`config.mk`:
```
export PLATFORM = sky130hd
export DESIGN_NAME = ow_uart_tx
export DESIGN_NICKNAME = d
export VERILOG_FILES = /design/src/rtl/ow_uart_tx.sv
export SDC_FILE = /design/constraint.sdc
export NUM_CORES = 1
export LEC_CHECK = 0
export BUFFER_PORTS_ARGS = -buffer_cell sky130_fd_sc_hd__buf_2
export CAP_MARGIN = 0
export CORE_UTILIZATION = 30
export CTS_BUF_LIST = sky130_fd_sc_hd__clkbuf_8
export CTS_CLUSTER_SIZE = 30
export DETAILED_ROUTE_END_ITERATION = 16
export MAX_ROUTING_LAYER = met4
export RECOVER_POWER = 100
export SLEW_MARGIN = 15
export SYNTH_ARGS = -nofsm -noshare
export SYNTH_HDL_FRONTEND = slang
export SYNTH_SLANG_ARGS = --single-unit
```
`constraint.sdc`:
```
create_clock -name clk -period 9.24 [get_ports clk]
set_input_delay 0.462 -clock clk [delete_from_list [all_inputs] [get_ports clk]]
set_output_delay 0.462 -clock clk [all_outputs]
set_load 0.05 [all_outputs]
```
`src/rtl/ow_uart_tx.sv`:
```
// 8N1 UART transmitter with a small byte FIFO, returning 1-wire master results to the host.
// Frames are sent LSB first and back-to-back while the FIFO holds data.
module ow_uart_tx #(
  parameter int unsigned CLKS_PER_BIT = 434,
  parameter int unsigned FIFO_DEPTH   = 16
) (
  input  logic                            clk,
  input  logic                            rst,
  input  logic                            i_tx_dv,
  input  logic [7:0]                      i_tx_byte,
  output logic                            o_tx_ready,
  output logic                            o_tx_serial,
  output logic                            o_tx_active,
  output logic                            o_tx_done,
  output logic                            o_overflow,
  output logic [$clog2(FIFO_DEPTH):0]     o_fifo_level
);

  localparam int unsigned AW = $clog2(FIFO_DEPTH);
  localparam int unsigned LW = AW + 1;
  localparam int unsigned CW = $clog2(CLKS_PER_BIT);

  typedef enum logic [1:0] {
    IDLE  = 2'd0,
    START = 2'd1,
    DATA  = 2'd2,
    STOP  = 2'd3
  } state_t;

  // FIFO storage and pointers; the extra pointer MSB separates full from empty
  logic [7:0]    mem [FIFO_DEPTH];
  logic [AW:0]   wr_ptr_q;
  logic [AW:0]   rd_ptr_q;
  logic [LW-1:0] level_q;
  logic [LW-1:0] level_d;
  logic          ready_q;
  logic          overflow_q;
  logic          fifo_empty;
  logic          fifo_full;
  logic          push;
  logic          pop;

  // shifter state
  state_t        state_q;
  state_t        state_d;
  logic [CW-1:0] baud_q;
  logic [CW-1:0] baud_d;
  logic [2:0]    bit_q;
  logic [2:0]    bit_d;
  logic [7:0]    shift_q;
  logic [7:0]    shift_d;
  logic          serial_q;
  logic          serial_d;
  logic          done_q;
  logic          done_d;
  logic          active_q;
  logic          baud_last;

  assign fifo_empty = (wr_ptr_q == rd_ptr_q);
  assign fifo_full  = (wr_ptr_q[AW] != rd_ptr_q[AW]) &&
                      (wr_ptr_q[AW-1:0] == rd_ptr_q[AW-1:0]);
  assign push       = i_tx_dv && !fifo_full;
  assign baud_last  = (baud_q == CW'(CLKS_PER_BIT - 1));

  always_comb begin
    level_d = level_q;
    case ({push, pop})
      2'b10:   level_d = level_q + LW'(1);
      2'b01:   level_d = level_q - LW'(1);
      default: level_d = level_q;
    endcase
  end

  always_ff @(posedge clk) begin
    if (i_tx_dv && !fifo_full) begin
      mem[wr_ptr_q[AW-1:0]] <= i_tx_byte;
    end
  end

  always_ff @(posedge clk) begin
    if (rst) begin
      wr_ptr_q   <= '0;
      rd_ptr_q   <= '0;
      level_q    <= '0;
      ready_q    <= 1'b1;
      overflow_q <= 1'b0;
    end else begin
      if (push) wr_ptr_q <= wr_ptr_q + (AW+1)'(1);
      if (pop)  rd_ptr_q <= rd_ptr_q + (AW+1)'(1);
      level_q    <= level_d;
      ready_q    <= (level_d != LW'(FIFO_DEPTH));
      overflow_q <= i_tx_dv && fifo_full;
    end
  end

  // Frame sequencer; outputs below are registered, so the line trails the state by one clk
  always_comb begin
    state_d  = state_q;
    baud_d   = baud_q;
    bit_d    = bit_q;
    shift_d  = shift_q;
    pop      = 1'b0;
    serial_d = 1'b1;
    done_d   = 1'b0;
    case (state_q)
      IDLE: begin
        if (!fifo_empty) begin
          pop     = 1'b1;
          shift_d = mem[rd_ptr_q[AW-1:0]];
          baud_d  = '0;
          state_d = START;
        end
      end
      START: begin
        serial_d = 1'b0;
        if (baud_last) begin
          baud_d  = '0;
          bit_d   = '0;
          state_d = DATA;
        end else begin
          baud_d = CW'(baud_q + CW'(1));
        end
      end
      DATA: begin
        serial_d = shift_q[bit_q];
        if (baud_last) begin
          baud_d = '0;
          if (bit_q == 3'd7) begin
            state_d = STOP;
          end else begin
            bit_d = bit_q + 3'd1;
          end
        end else begin
          baud_d = CW'(baud_q + CW'(1));
        end
      end
      STOP: begin
        serial_d = 1'b1;
        if (baud_last) begin
          done_d = 1'b1;
          baud_d = '0;
          if (!fifo_empty) begin
            pop     = 1'b1;
            shift_d = mem[rd_ptr_q[AW-1:0]];
            state_d = START;
          end else begin
            state_d = IDLE;
          end
        end else begin
          baud_d = CW'(baud_q + CW'(1));
        end
      end
      default: state_d = IDLE;
    endcase
  end

  always_ff @(posedge clk) begin
    if (rst) begin
      state_q  <= IDLE;
      baud_q   <= '0;
      bit_q    <= '0;
      shift_q  <= '0;
      serial_q <= 1'b1;
      done_q   <= 1'b0;
      active_q <= 1'b0;
    end else begin
      state_q  <= state_d;
      baud_q   <= baud_d;
      bit_q    <= bit_d;
      shift_q  <= shift_d;
      serial_q <= serial_d;
      done_q   <= done_d;
      active_q <= (state_q != IDLE);
    end
  end

  assign o_tx_ready   = ready_q;
  assign o_tx_serial  = serial_q;
  assign o_tx_active  = active_q;
  assign o_tx_done    = done_q;
  assign o_overflow   = overflow_q;
  assign o_fifo_level = level_q;

endmodule

```
After elaboration in Yosys (flattened, before gate mapping)
Memory sizes are Yosys's and may differ from the RTL's. A register that Yosys moved wholly into a read port is not among the register bits.
Index checks and enable logic that the tools add are counted.
{ "totals": {"regBits": 42, "ramBits": 128, "out_inout_bits": 10, "memories": 1} }
{ "op_classes": {"addsub": 6, "n_lt_le_gt_ge": 1, "eq_ne": 17, "n_mux": 29, "bitwise_logic": 1, "n_reduce_logical": 13} }
{ "mem_list": {"columns": ["name", "depth", "word_bits", "rd", "rd_ports_with_merged_regs", "wr", "line", "rtl"], "rows": [
  ["mem", 16, 8, 1, 1, 1, "31", "logic [7:0] mem [FIFO_DEPTH];"]
]} }
{ "op_table": {"columns": ["operator", "n"], "rows": [
  ["$mux W9", 2],
  ["$pmux W9 S2", 1],
  ["$mux W8", 2],
  ["$pmux W8 S2", 1],
  ["$add A5 B1 Y5 const B", 3],
  ["$ne A2 B2 Y1 const B", 6],
  ["$mux W2", 5],
  ["$pmux W5 S2", 1],
  ["$add A9 B1 Y9 const B", 1],
  ["$eq A9 B9 Y1 const B", 1],
  ["$mux W3", 3],
  ["$mux W4", 2],
  ["$pmux W2 S4", 1],
  ["$mux W1", 7],
  ["$eq A2 B2 Y1 const B", 3],
  ["$pmux W3 S2", 1],
  ["$reduce_bool A2 Y1", 3],
  ["$eq A5 B5 Y1", 1],
  ["$ne A5 B5 Y1 const B", 1],
  ["$reduce_and A5 Y1", 1],
  ["$sub A5 B1 Y5 const B", 1],
  ["$eq A2 B1 Y1 const B", 2],
  ["$eq A4 B4 Y1", 1],
  ["$lt A3 B4 Y1 const B", 1],
  ["other kinds (13)", 16]
]} }

Logic depth before layout (Yosys ltp)
Gate-level depths: netlist (run 1).
{ "logic_depth": {"ltp_word": 7, "mapped_depth": 16, "mapped_depth_nobuf": 13} }

Worst setup path after synthesis (run 1)
Ideal clock, no wire load.
{ "synth_timing": {"path_type": "reg2reg", "from": "reg wr_ptr_q[2]", "to": "reg ready_q (netlist: o_tx_ready)", "setup_time_ns": 0.129, "arrival_ns": 3.380, "required_time_ns": 9.111, "setup_slack_ns": 5.731, "path_stages_with_launch": 17, "n_path_buf": 4, "cell_sequence": "dfxtp_1 > buf_4 > xnor2_1 > and4_4 > buf_6 > a21oi_1 > clkbuf_1 > inv_1 > ha_1 > clkbuf_1 > xor2_1 > ha_1 > or3b_2 > a211oi_1 > o21ai_0 > xor2_1 > nand4bb_1"} }
{ "synth_via": {"elab_chain_cells": 7, "word_cells_on_any_way": 12, "classes_between": "eq/ne (5); mux (4); reduce/logical (3)"} }
{ "synth_lines": {"columns": ["item", "line", "rtl"], "rows": [
  ["start: declaration", "32", "logic [AW:0] wr_ptr_q;"],
  ["start signal: assignment", "88", "if (push) wr_ptr_q <= wr_ptr_q + (AW+1)'(1);"],
  ["$eq A5 B5 Y1 or $eq A4 B4 Y1 (tied branches)", "59, 61", null],
  ["$mux W1 or $logic_and A1 B1 Y1 (tied branches)", "107, 142, 60", null],
  ["$mux W1 or $logic_not A1 Y1 (tied branches)", "139, 62", null],
  ["$pmux W1 S2 or $logic_and A1 B1 Y1 (tied branches)", "105, 62", null],
  ["$eq A2 B1 Y1 or $eq A2 B2 Y1 (tied branches)", "67", "case ({push, pop})"],
  ["$pmux W5 S2 *", "67", null],
  ["$ne A5 B5 Y1 *", "91", "ready_q <= (level_d != LW'(FIFO_DEPTH));"],
  ["end signal: assignment", "91", null],
  ["end: declaration", "36", "logic ready_q;"]
]} }
Every way passes the cells marked *; elsewhere a longest branch is shown, timed or not.
A chain may end at the register's enable or synchronous reset.

Worst setup path after layout (run 1)
{ "layout_timing": {"from": "reg baud_q[0]", "to": "reg ready_q (netlist: o_tx_ready)"} }
{ "layout_via": {"elab_chain_cells": 6, "word_cells_on_any_way": 7, "classes_between": "eq/ne (4); mux (3)"} }
{ "layout_lines": {"columns": ["item", "line", "rtl"], "rows": [
  ["start: declaration", "46", "logic [CW-1:0] baud_q;"],
  ["start signal: assignment", "168", "baud_q <= baud_d;"],
  ["$eq A9 B9 Y1 *", "63", "assign baud_last = (baud_q == CW'(CLKS_PER_BIT - 1));"],
  ["$mux W1 *", "139", "if (baud_last) begin"],
  ["$pmux W1 S2 *", "105", "case (state_q)"],
  ["$eq A2 B1 Y1 or $eq A2 B2 Y1 (tied branches)", "67", null],
  ["$pmux W5 S2 *", "67", null],
  ["$ne A5 B5 Y1 *", "91", null]
]} }
Marks and branches as above.

==> results.py, run 1 <==
metrics = {
    "status": {
        "status": "complete, but fails checks",
        "failed_checks": "capacitance limit, slew limit",
    },
    "critical_path": {
        "startpoint": "baud_q[0]",
        "crit_required_ns": 9.58,
        "worstPathMaxFanout": 7,
        "cp-start-kind": "flip-flop",
        "reg2reg_from": "baud_q[0]",
        "critical_path_class": "reg2reg",
        "worstPathArrival_ns": 4.35,
        "endpoint_kind": "flip-flop",
    },
    "power_and_ir_drop": {
        "p_per_area_mw_per_mm2": 236,
        "p_comb_share_pct": 24.3,
        "p_seq_share_pct": 49.4,
        "share_clk_of_total_power_pct": 26.2,
        "p_sw_mw": 0.600,
        "vdd_drop_max_mv": 0.0966,
        "p_leak_nw": 2.57,
        "p_int_mw": 1.29,
        "switching_share_pct": 31.7,
    },
    "grt": {
        "grt_pass1_wl_mm": 22.0,
        "antenna_found_initial": 0,
        "gr-usage-all-layers_pct": 12.4,
        "grt_pass1_vias": 4061,
        "grt_max_degree": 48,
        "grt_overflow": 0,
    },
    "placement": {
        "io_buffers": 20,
        "gp_congestion": 0.824,
        "place_ws_ns": 5.44,
        "placed_cell_area_mm2": 0.00770,
        "hpwl_mm": 9.06,
    },
    "clock_tree": {
        "cts_sinks": 174,
        "hold_buffers": 0,
        "clockBufferDepth": 2,
        "clk_latency_ns": 0.46,
        "clkTransAtPathRegs_ns": 0.09,
        "post_cts.repair.setup_buffers": 0,
        "cts-root-buf": "clkbuf_8",
        "post_cts.resized_instances": 0,
        "cts_tree": "built",
        "cts_buffers": 17,
        "h-tree-depth": 4,
    },
    "die": {
        "start_util_pct": 30.9,
        "pin_count": 21,
        "die_area_mm2": 0.0250,
        "dieWidth_um": 158,
        "coreArea_mm2": 0.0237,
        "die_h_um": 158,
        "rows": 56,
    },
    "detailed_routing": {
        "drc_errors": 0,
        "vias_per_cell": 4.82,
        "wl_met2_mm": 6.96,
        "initialDrtViolationCount": 297,
        "dr_wl_met3_um": 649,
        "wl_mm": 14.0,
        "drtPass1Iterations": 5,
        "m1WireLength_mm": 6.17,
        "highest_layer": "met4",
        "vias": 3941,
        "post_drt_wl_per_cell_um": 17.1,
        "ant_nets": 0,
    },
    "sta": {
        "hold_ws_ns": 0.308,
        "grt_setup_unrepaired": "false",
        "drv_slew": 33,
        "relSlewSlack_pct": -80.2,
        "setup_viol": 0,
        "tightest_slew_ns": 2.70,
        "fin_crit_sh_pct": 43.4,
        "finalClockSkew_ns": 0.00982,
        "fmax_mhz": 250,
        "min_period_ns": 4.01,
        "setup_ws_ns": 5.23,
        "hold_violations": 0,
        "tns_ns": 0,
    },
    "synth": {
        "syn_area_mm2": 0.00731,
        "ys_ff_latch": 174,
        "netlist.area_leader.share_pct": 52.5,
        "yosys_warnings": 0,
        "yosys-top-cells-area": "edfxtp_1 53%, dfxtp_1 13%, mux4_2 10%, ha_1 2.9%, nor2_1 1.8%",
        "netlist_instances": 472,
        "mappedNetlistNets": 500,
        "yosys.area.top_type": "edfxtp_1",
        "yosys.cell_types.count": 59,
        "async_reset_ff_share_pct": 0,
        "seq_area_frac_synth_pct": 65.1,
        "synth-edff-count": 128,
        "ys.flop_type": "edfxtp_1",
        "avgSynthCellArea_um2": 15.5,
    },
    "final_layout": {
        "drive_above_1_share_pct": 14.9,
        "diodes": 0,
        "fin_nets": 513,
        "final_common_cell": "edfxtp_1",
        "nFillCells": 2334,
        "final_cell_mix": "128 x edfxtp_1, 44 x dfxtp_1, 36 x nor2_1",
        "synthToLayoutAreaGrowth_pct": 9.61,
        "final_core_util_pct": 33.9,
        "final_area_mm2": 0.00802,
    },
    "hold_path": {
        "hp-start": "i_tx_dv",
        "min_path_type": "in2reg",
    },
    "flow_run": {
        "maxCapViolations": 1,
    },
}
==> synthesized netlist by cell type, types with 4 or more instances <==
cell type	instances
edfxtp_1	128
dfxtp_1	46
nor2_1	36
mux4_2	34
clkbuf_1	17
ha_1	17
and3_1	15
a21oi_1	14
nand3b_1	11
xnor2_1	11
mux2i_1	10
a221oi_1	9
inv_1	9
a22o_1	8
nor2b_1	8
o21ai_0	8
o21ai_1	8
nand3_1	7
and2_1	6
buf_2	5
nand2_1	5
xor2_1	5
a211oi_1	4
a31oi_1	4
==> layer usage <==
metal	track usage (%)	vias up
met4	4.21	0
met1	14.5	1977
met3	3.56	13
met2	20.5	86
li1	-	1865
met5	-	-
==> final cells by class <==
type	count	area [um2]	share of cell area [%]
clock buffer	17	234	2.92
clock inverter	15	139	1.73
inverter	9	33.8	0.421
multi-input combinational	261	2360	29.4
sequential	174	4770	59.5
tap	319	399	4.98
timing repair buffer	22	85.1	1.06
==> power groups by stage <==
stage | clock network, mW | logic, mW | registers [mW]
after CTS | 0.511 | 0.481 | 0.936
after detailed placement | 0 | 0.480 | 0.954
final | 0.497 | 0.461 | 0.937
after floorplan | 0 | 0.366 | 0.972
after global routing | 0.547 | 0.506 | 0.944
after global placement | 0 | 0.464 | 0.951
==> worst max-delay path, stage by stage, from the launching register on <==
cell,delay (ns)
dfxtp_1,0.43
ha_1,0.18
and4_1,0.29
a31oi_1,0.16
a211oi_1,0.87
ha_1,0.46
xor2_1,0.13
ha_1,0.24
or3b_2,0.46
a211oi_1,0.20
o21ai_0,0.12
xor2_1,0.16
nand4bb_1,0.20
==> flip-flops by register name (all words and copies together) (netlist names), 2 cells and up, named ones only <==
name / count
mem: 128
baud_q: 9
shift_q: 8
o_fifo_level: 5
rd_ptr_q: 5
wr_ptr_q: 5
bit_q: 3
state_q: 2
==> through the flow <==
step                cells  power, mW
floorplan             472       1.34
CTS                   817       1.93
finish                817       1.89
detailed placement    785       1.43
global route          817       2.00
global placement      785       1.41
==> kinds of logic after synthesis <==
logic type                 Yosys count  synth area share, %
DFF                                174                 65.1
AOI/OAI and AO/OA                   70                 6.76
xor gates and xnor gates            16                 1.92
buffers and inverters               37                 2.29
adders and majority gates           17                 2.91
and+or+nand+nor                    112                 8.84
muxes                               46                 12.1
==> final timing paths <==
check	slack [ns]	endpoint	cells after the start
hold reg to reg	0.49	shift_q[6]	2
hold / removal	0.31	o_overflow	3
setup / recovery	5.23	o_tx_ready	12
setup reg to reg	5.23	o_tx_ready	12
Power figures use the tool's default switching activity.
==> run 2, diff against run 1 <==
Clock period 9.24 ns to 3.8 ns, I/O delays scaled along.
==> run 2 against run 1 <==
  * Clock skew increased by 0.0074 ns
  * Global-route usage rose by 0.066 points
  * Die area unchanged
  * Largest cell class unchanged
  * First-iteration DRC count rose by 13%
  * Wire length rose by 2.3%
  * Utilization up 0.40 points
  * The run now ends clean
  * Register-to-register slack got worse by 4.8 ns
==> results.py, run 2 (synthesis results as in run 1) <==
metrics = {
    "status": {
        "status": "finished, final reports clean",
    },
    "clock_tree": {
        "post_cts.resized_instances": 0,
        "cts_buffers": 17,
        "cts_tree": "built",
        "cts_sinks": 174,
        "hold_buffers": 0,
        "clk_latency_ns": 0.47,
        "h-tree-depth": 4,
        "clkTransAtPathRegs_ns": 0.10,
        "cts-root-buf": "clkbuf_8",
        "clockBufferDepth": 2,
        "post_cts.repair.setup_buffers": 0,
    },
    "power_and_ir_drop": {
        "p_per_area_mw_per_mm2": 586,
        "switching_share_pct": 32.8,
        "vdd_drop_max_mv": 0.302,
        "p_int_mw": 3.20,
        "p_leak_nw": 2.61,
        "p_comb_share_pct": 24.2,
        "p_seq_share_pct": 47.8,
        "p_sw_mw": 1.56,
        "share_clk_of_total_power_pct": 28.0,
    },
    "critical_path": {
        "cp_common_cell": "ha_1",
        "rr_endpoint": "o_tx_ready",
        "endpoint_kind": "flip-flop",
        "reg2reg_from": "baud_q[1]",
        "reg2reg_slack_ns": 0.44,
        "crit_required_ns": 4.15,
        "worstPathMaxFanout": 7,
        "cp-start-kind": "flip-flop",
        "slowest_stage": "or3b_2",
        "reg2reg_depth": 13,
        "crit_chain": "inv_1 > ha_1 > and4_1 > a31oi_1 > a211oi_4 > ha_1 > xor2_1 > ha_1 > or3b_2 > a211oi_1 > o21ai_0 > xor2_1 > nand4bb_1",
        "worstPathArrival_ns": 3.72,
        "slowest_delay_ns": 0.45,
        "critical_path_class": "reg2reg",
    },
    "hold_path": {
        "min_path_type": "in2reg",
        "min_to": "o_overflow",
        "hp-start": "i_tx_dv",
        "holdPathStages": 3,
    },
    "final_layout": {
        "final_area_mm2": 0.00811,
        "final_cell_mix": "128 x edfxtp_1, 45 x dfxtp_1, 36 x nor2_1",
        "diodes": 0,
        "final_common_cell": "edfxtp_1",
        "largest_reg_flops": 128,
        "synthToLayoutAreaGrowth_pct": 10.9,
        "drive_above_1_share_pct": 15.5,
        "fin_nets": 518,
    },
    "flow_run": {
        "maxCapViolations": 0,
    },
    "die": {
        "start_util_pct": 30.9,
        "die_area_mm2": 0.0250,
        "coreArea_mm2": 0.0237,
        "rows": 56,
        "dieWidth_um": 158,
        "pin_count": 21,
        "die_h_um": 158,
    },
    "detailed_routing": {
        "initialDrtViolationCount": 335,
        "ant_nets": 0,
        "drc_errors": 0,
        "vias": 4001,
        "vias_per_cell": 4.87,
        "post_drt_wl_per_cell_um": 17.4,
        "wl_mm": 14.3,
        "drtPass1Iterations": 4,
    },
    "grt": {
        "grt_max_degree": 48,
        "antenna_found_initial": 0,
        "grt_pass1_wl_mm": 22.2,
        "gr-usage-all-layers_pct": 12.5,
        "grt_overflow": 0,
        "grt_pass1_vias": 4038,
    },
    "sta": {
        "hold_violations": 0,
        "tightest_slew_ns": 0.963,
        "grt_setup_unrepaired": "false",
        "fin_crit_sh_pct": 88.5,
        "drv_slew": 0,
        "relSlewSlack_pct": 35.7,
        "fmax_mhz": 297,
        "finalClockSkew_ns": 0.0172,
        "setup_ws_ns": 0.436,
        "setup_viol": 0,
        "tns_ns": 0,
        "min_period_ns": 3.36,
    },
    "placement": {
        "place_ws_ns": 0.490,
        "hpwl_mm": 9.38,
        "gp_congestion": 0.774,
        "io_buffers": 20,
        "placed_cell_area_mm2": 0.00773,
    },
}
[run 2: cell count changes in the layout (fill, tap and decap cells not counted), sizes merged]
cell      delta
clkinv       -2
clkbuf       +3
inv          +3
buf          +2
clkinvlp     -1
[run 2: worst max path at each step]
stage          cells after the start   startpoint  slack, ns         end
2_1_floorplan                     16  wr_ptr_q[2]       0.29  o_tx_ready
3_3_place_gp                      13    baud_q[1]       0.59  o_tx_ready
3_5_place_dp                      13    baud_q[1]       0.49  o_tx_ready
4_1_cts                           13    baud_q[1]       0.46  o_tx_ready
5_1_grt                           12  wr_ptr_q[2]       0.21  o_tx_ready
6_report                          13    baud_q[1]       0.44  o_tx_ready
[run 2: metal layers]
layer / vias to the layer above / global-route usage, % / part of all wire (%)
met2: 71 / 20.4 / 51
met4: 0 / 4.21 / 1.0
met5: - / - / 0
met3: 9 / 2.87 / 3.8
met1: 2042 / 15.2 / 45
li1: 1879 / - / -
[run 2: power by group through the flow]
| stage | combinational [mW] | clock [mW] | sequential [mW] |
|---|---|---|---|
| 2_1_floorplan | 0.890 | 0 | 2.36 |
| 3_3_place_gp | 1.15 | 0 | 2.31 |
| 3_5_place_dp | 1.19 | 0 | 2.32 |
| 4_1_cts | 1.19 | 1.36 | 2.27 |
| 5_1_grt | 1.26 | 1.43 | 2.29 |
| 6_report | 1.15 | 1.33 | 2.27 |
[run 2: cell type report]
type	count	area, um2
multi-input combinational	261	2370
inverter	9	33.8
tap	319	399
clock inverter	15	196
clock buffer	17	234
fill	2329	15600
timing repair buffer	27	111
sequential	174	4770
[run 2: metrics by stage]
| step | hold WS [ns] | utilization, % | std cells | power [mW] |
|---|---|---|---|---|
| 5_1_grt | 0.0231 | 34.3 | 822 | 4.98 |
| 3_3_place_gp | 0.474 | 32.7 | 790 | 3.46 |
| 2_1_floorplan | 0.289 | - | 472 | 3.25 |
| 3_5_place_dp | 0.482 | 32.7 | 790 | 3.50 |
| 6_report | 0.0362 | 34.3 | 822 | 4.76 |
| 4_1_cts | 0.00414 | 34.5 | 822 | 4.82 |
[run 2: critical path, delay by kind of cell (launching register included)]
kind                       cells  cell delay (ns)
and+or+nand+nor                3             0.90
AOI/OAI and AO/OA              4             0.78
adders and majority gates      3             0.72
DFF                            1             0.41
xor gates and xnor gates       2             0.36
buffers and inverters          1             0.06
==> run 3, diff against run 2 <==
Settings changed: BUFFER_PORTS_ARGS -buffer_cell sky130_fd_sc_hd__buf_2 to -buffer_cell sky130_fd_sc_hd__clkbuf_2, CORE_UTILIZATION 30 to 35.
==> run 3 against run 2 <==
  * Sequential cell count did not move
  * Maximum frequency fell by 2.9%
  * First-iteration DRC count fell by 8.1%
  * Cell area fell by 1.5%
  * Critical path type unchanged
  * Largest power group unchanged
==> results.py, run 3 (synthesis results as in run 1) <==
metrics = {
    "status": {
        "status": "finished, final reports clean",
    },
    "detailed_routing": {
        "drtPass1Iterations": 4,
        "drc_errors": 0,
        "wl_mm": 14.4,
        "vias": 4017,
        "initialDrtViolationCount": 308,
        "vias_per_cell": 5.22,
        "post_drt_wl_per_cell_um": 18.7,
        "ant_nets": 0,
    },
    "power_and_ir_drop": {
        "p_per_area_mw_per_mm2": 578,
        "total_power_mw": 4.62,
        "vdd_drop_max_mv": 0.180,
        "p_leak_nw": 2.58,
    },
    "die": {
        "pin_count": 21,
        "start_util_pct": 35.9,
        "dieWidth_um": 147,
        "rows": 52,
        "die_area_mm2": 0.0215,
        "die_h_um": 147,
        "coreArea_mm2": 0.0204,
    },
    "clock_tree": {
        "h-tree-depth": 4,
        "cts_buffers": 17,
        "clk_latency_ns": 0.46,
        "cts-root-buf": "clkbuf_8",
        "clkTransAtPathRegs_ns": 0.08,
        "cts_tree": "built",
        "clockBufferDepth": 2,
        "cts_sinks": 174,
    },
    "grt": {
        "grt_overflow": 0,
        "grt_pass1_vias": 4067,
        "grt_max_degree": 48,
        "gr-usage-all-layers_pct": 14.9,
        "antenna_found_initial": 0,
        "grt_pass1_wl_mm": 23.1,
    },
    "placement": {
        "hpwl_mm": 9.35,
        "placed_cell_area_mm2": 0.00766,
        "place_ws_ns": 0.246,
        "gp_congestion": 0.706,
        "placed_cells": 739,
        "io_buffers": 20,
    },
    "final_layout": {
        "fin_nets": 516,
        "synthToLayoutAreaGrowth_pct": 9.24,
        "final_cells": 770,
        "final_cell_mix": "128 x edfxtp_1, 45 x dfxtp_1, 36 x nor2_1",
        "drive_above_1_share_pct": 15.6,
        "diodes": 0,
        "final_common_cell": "edfxtp_1",
        "final_area_mm2": 0.00799,
        "final_core_util_pct": 39.2,
        "largest_reg_flops": 128,
    },
    "critical_path": {
        "worstPathArrival_ns": 3.79,
        "crit_required_ns": 4.13,
        "worstPathMaxFanout": 7,
        "cp-start-kind": "flip-flop",
        "endpoint_kind": "flip-flop",
        "critical_path_class": "reg2reg",
    },
    "sta": {
        "tightest_slew_ns": 1.27,
        "relSlewSlack_pct": 15.2,
        "setup_ws_ns": 0.335,
        "drv_slew": 0,
        "fin_crit_sh_pct": 91.2,
        "hold_ws_ns": 0.0403,
        "hold_violations": 0,
        "grt_setup_unrepaired": "false",
        "setup_viol": 0,
        "fmax_mhz": 289,
        "tns_ns": 0,
        "min_period_ns": 3.46,
        "finalClockSkew_ns": 0.0202,
    },
    "hold_path": {
        "min_path_type": "in2reg",
    },
    "flow_run": {
        "maxCapViolations": 0,
    },
}
run 3: cell count changes in the layout (fill, tap and decap cells not counted):
cell / previous run / this run
clkbuf_2: 0 / 3
clkinv_8: 5 / 2
buf_2: 2 / 0
clkbuf_1: 23 / 21
buf_4: 2 / 1
bufinv_16: 1 / 0
clkinv_4: 2 / 3
clkinvlp_4: 1 / 2
ha_1: 17 / 16
ha_2: 0 / 1
inv_6: 3 / 4
run 3: where the power goes:
part / total (mW) / switching [mW] / internal [mW] / leakage [nW]
Combinational: 1.17 / 0.698 / 0.475 / 0.864
Sequential: 2.24 / 0.0907 / 2.15 / 1.53
Clock: 1.20 / 0.722 / 0.482 / 0.185
run 3: what timing repair did:
item                       CTS  global route
hold buffers                 0             0
buffers inserted             0             0
gates resized for setup      0             1
setup endpoints to repair    0             2
run 3: worst max-delay path: stages, from the launching register on:
cell,delay [ns]
dfxtp_1,0.43
ha_1,0.19
and4_1,0.31
a31oi_1,0.18
a211oi_4,0.38
ha_2,0.36
xor2_1,0.10
ha_1,0.24
or3b_2,0.45
a211oi_1,0.21
o21ai_0,0.14
xor2_1,0.17
nand4bb_1,0.20
run 3: area by class of cell:
type	count	area (um2)
fillers	1850	12400
well taps	270	338
repair buffers	25	101
multi-input cells	261	2370
clock inverters	14	143
flip-flops and latches	174	4770
clock buffers	17	234
inverters	9	33.8
run 3: final timing paths:
check	from	end	slack (ns)	cells past startpoint
max	baud_q[0]	o_tx_ready	0.34	12
min	i_tx_dv	o_overflow	0.04	3
max reg2reg	baud_q[0]	o_tx_ready	0.34	12
min reg2reg	shift_q[3]	shift_q[3]	0.50	2
run 3: routing by layer:
layer	global-route usage (%)	vias up	share of wire (%)
met4	5.36	0	1.5
met3	3.50	16	3.5
li1	-	1873	-
met1	18.2	2068	44
met2	24.1	60	51
met5	-	-	0
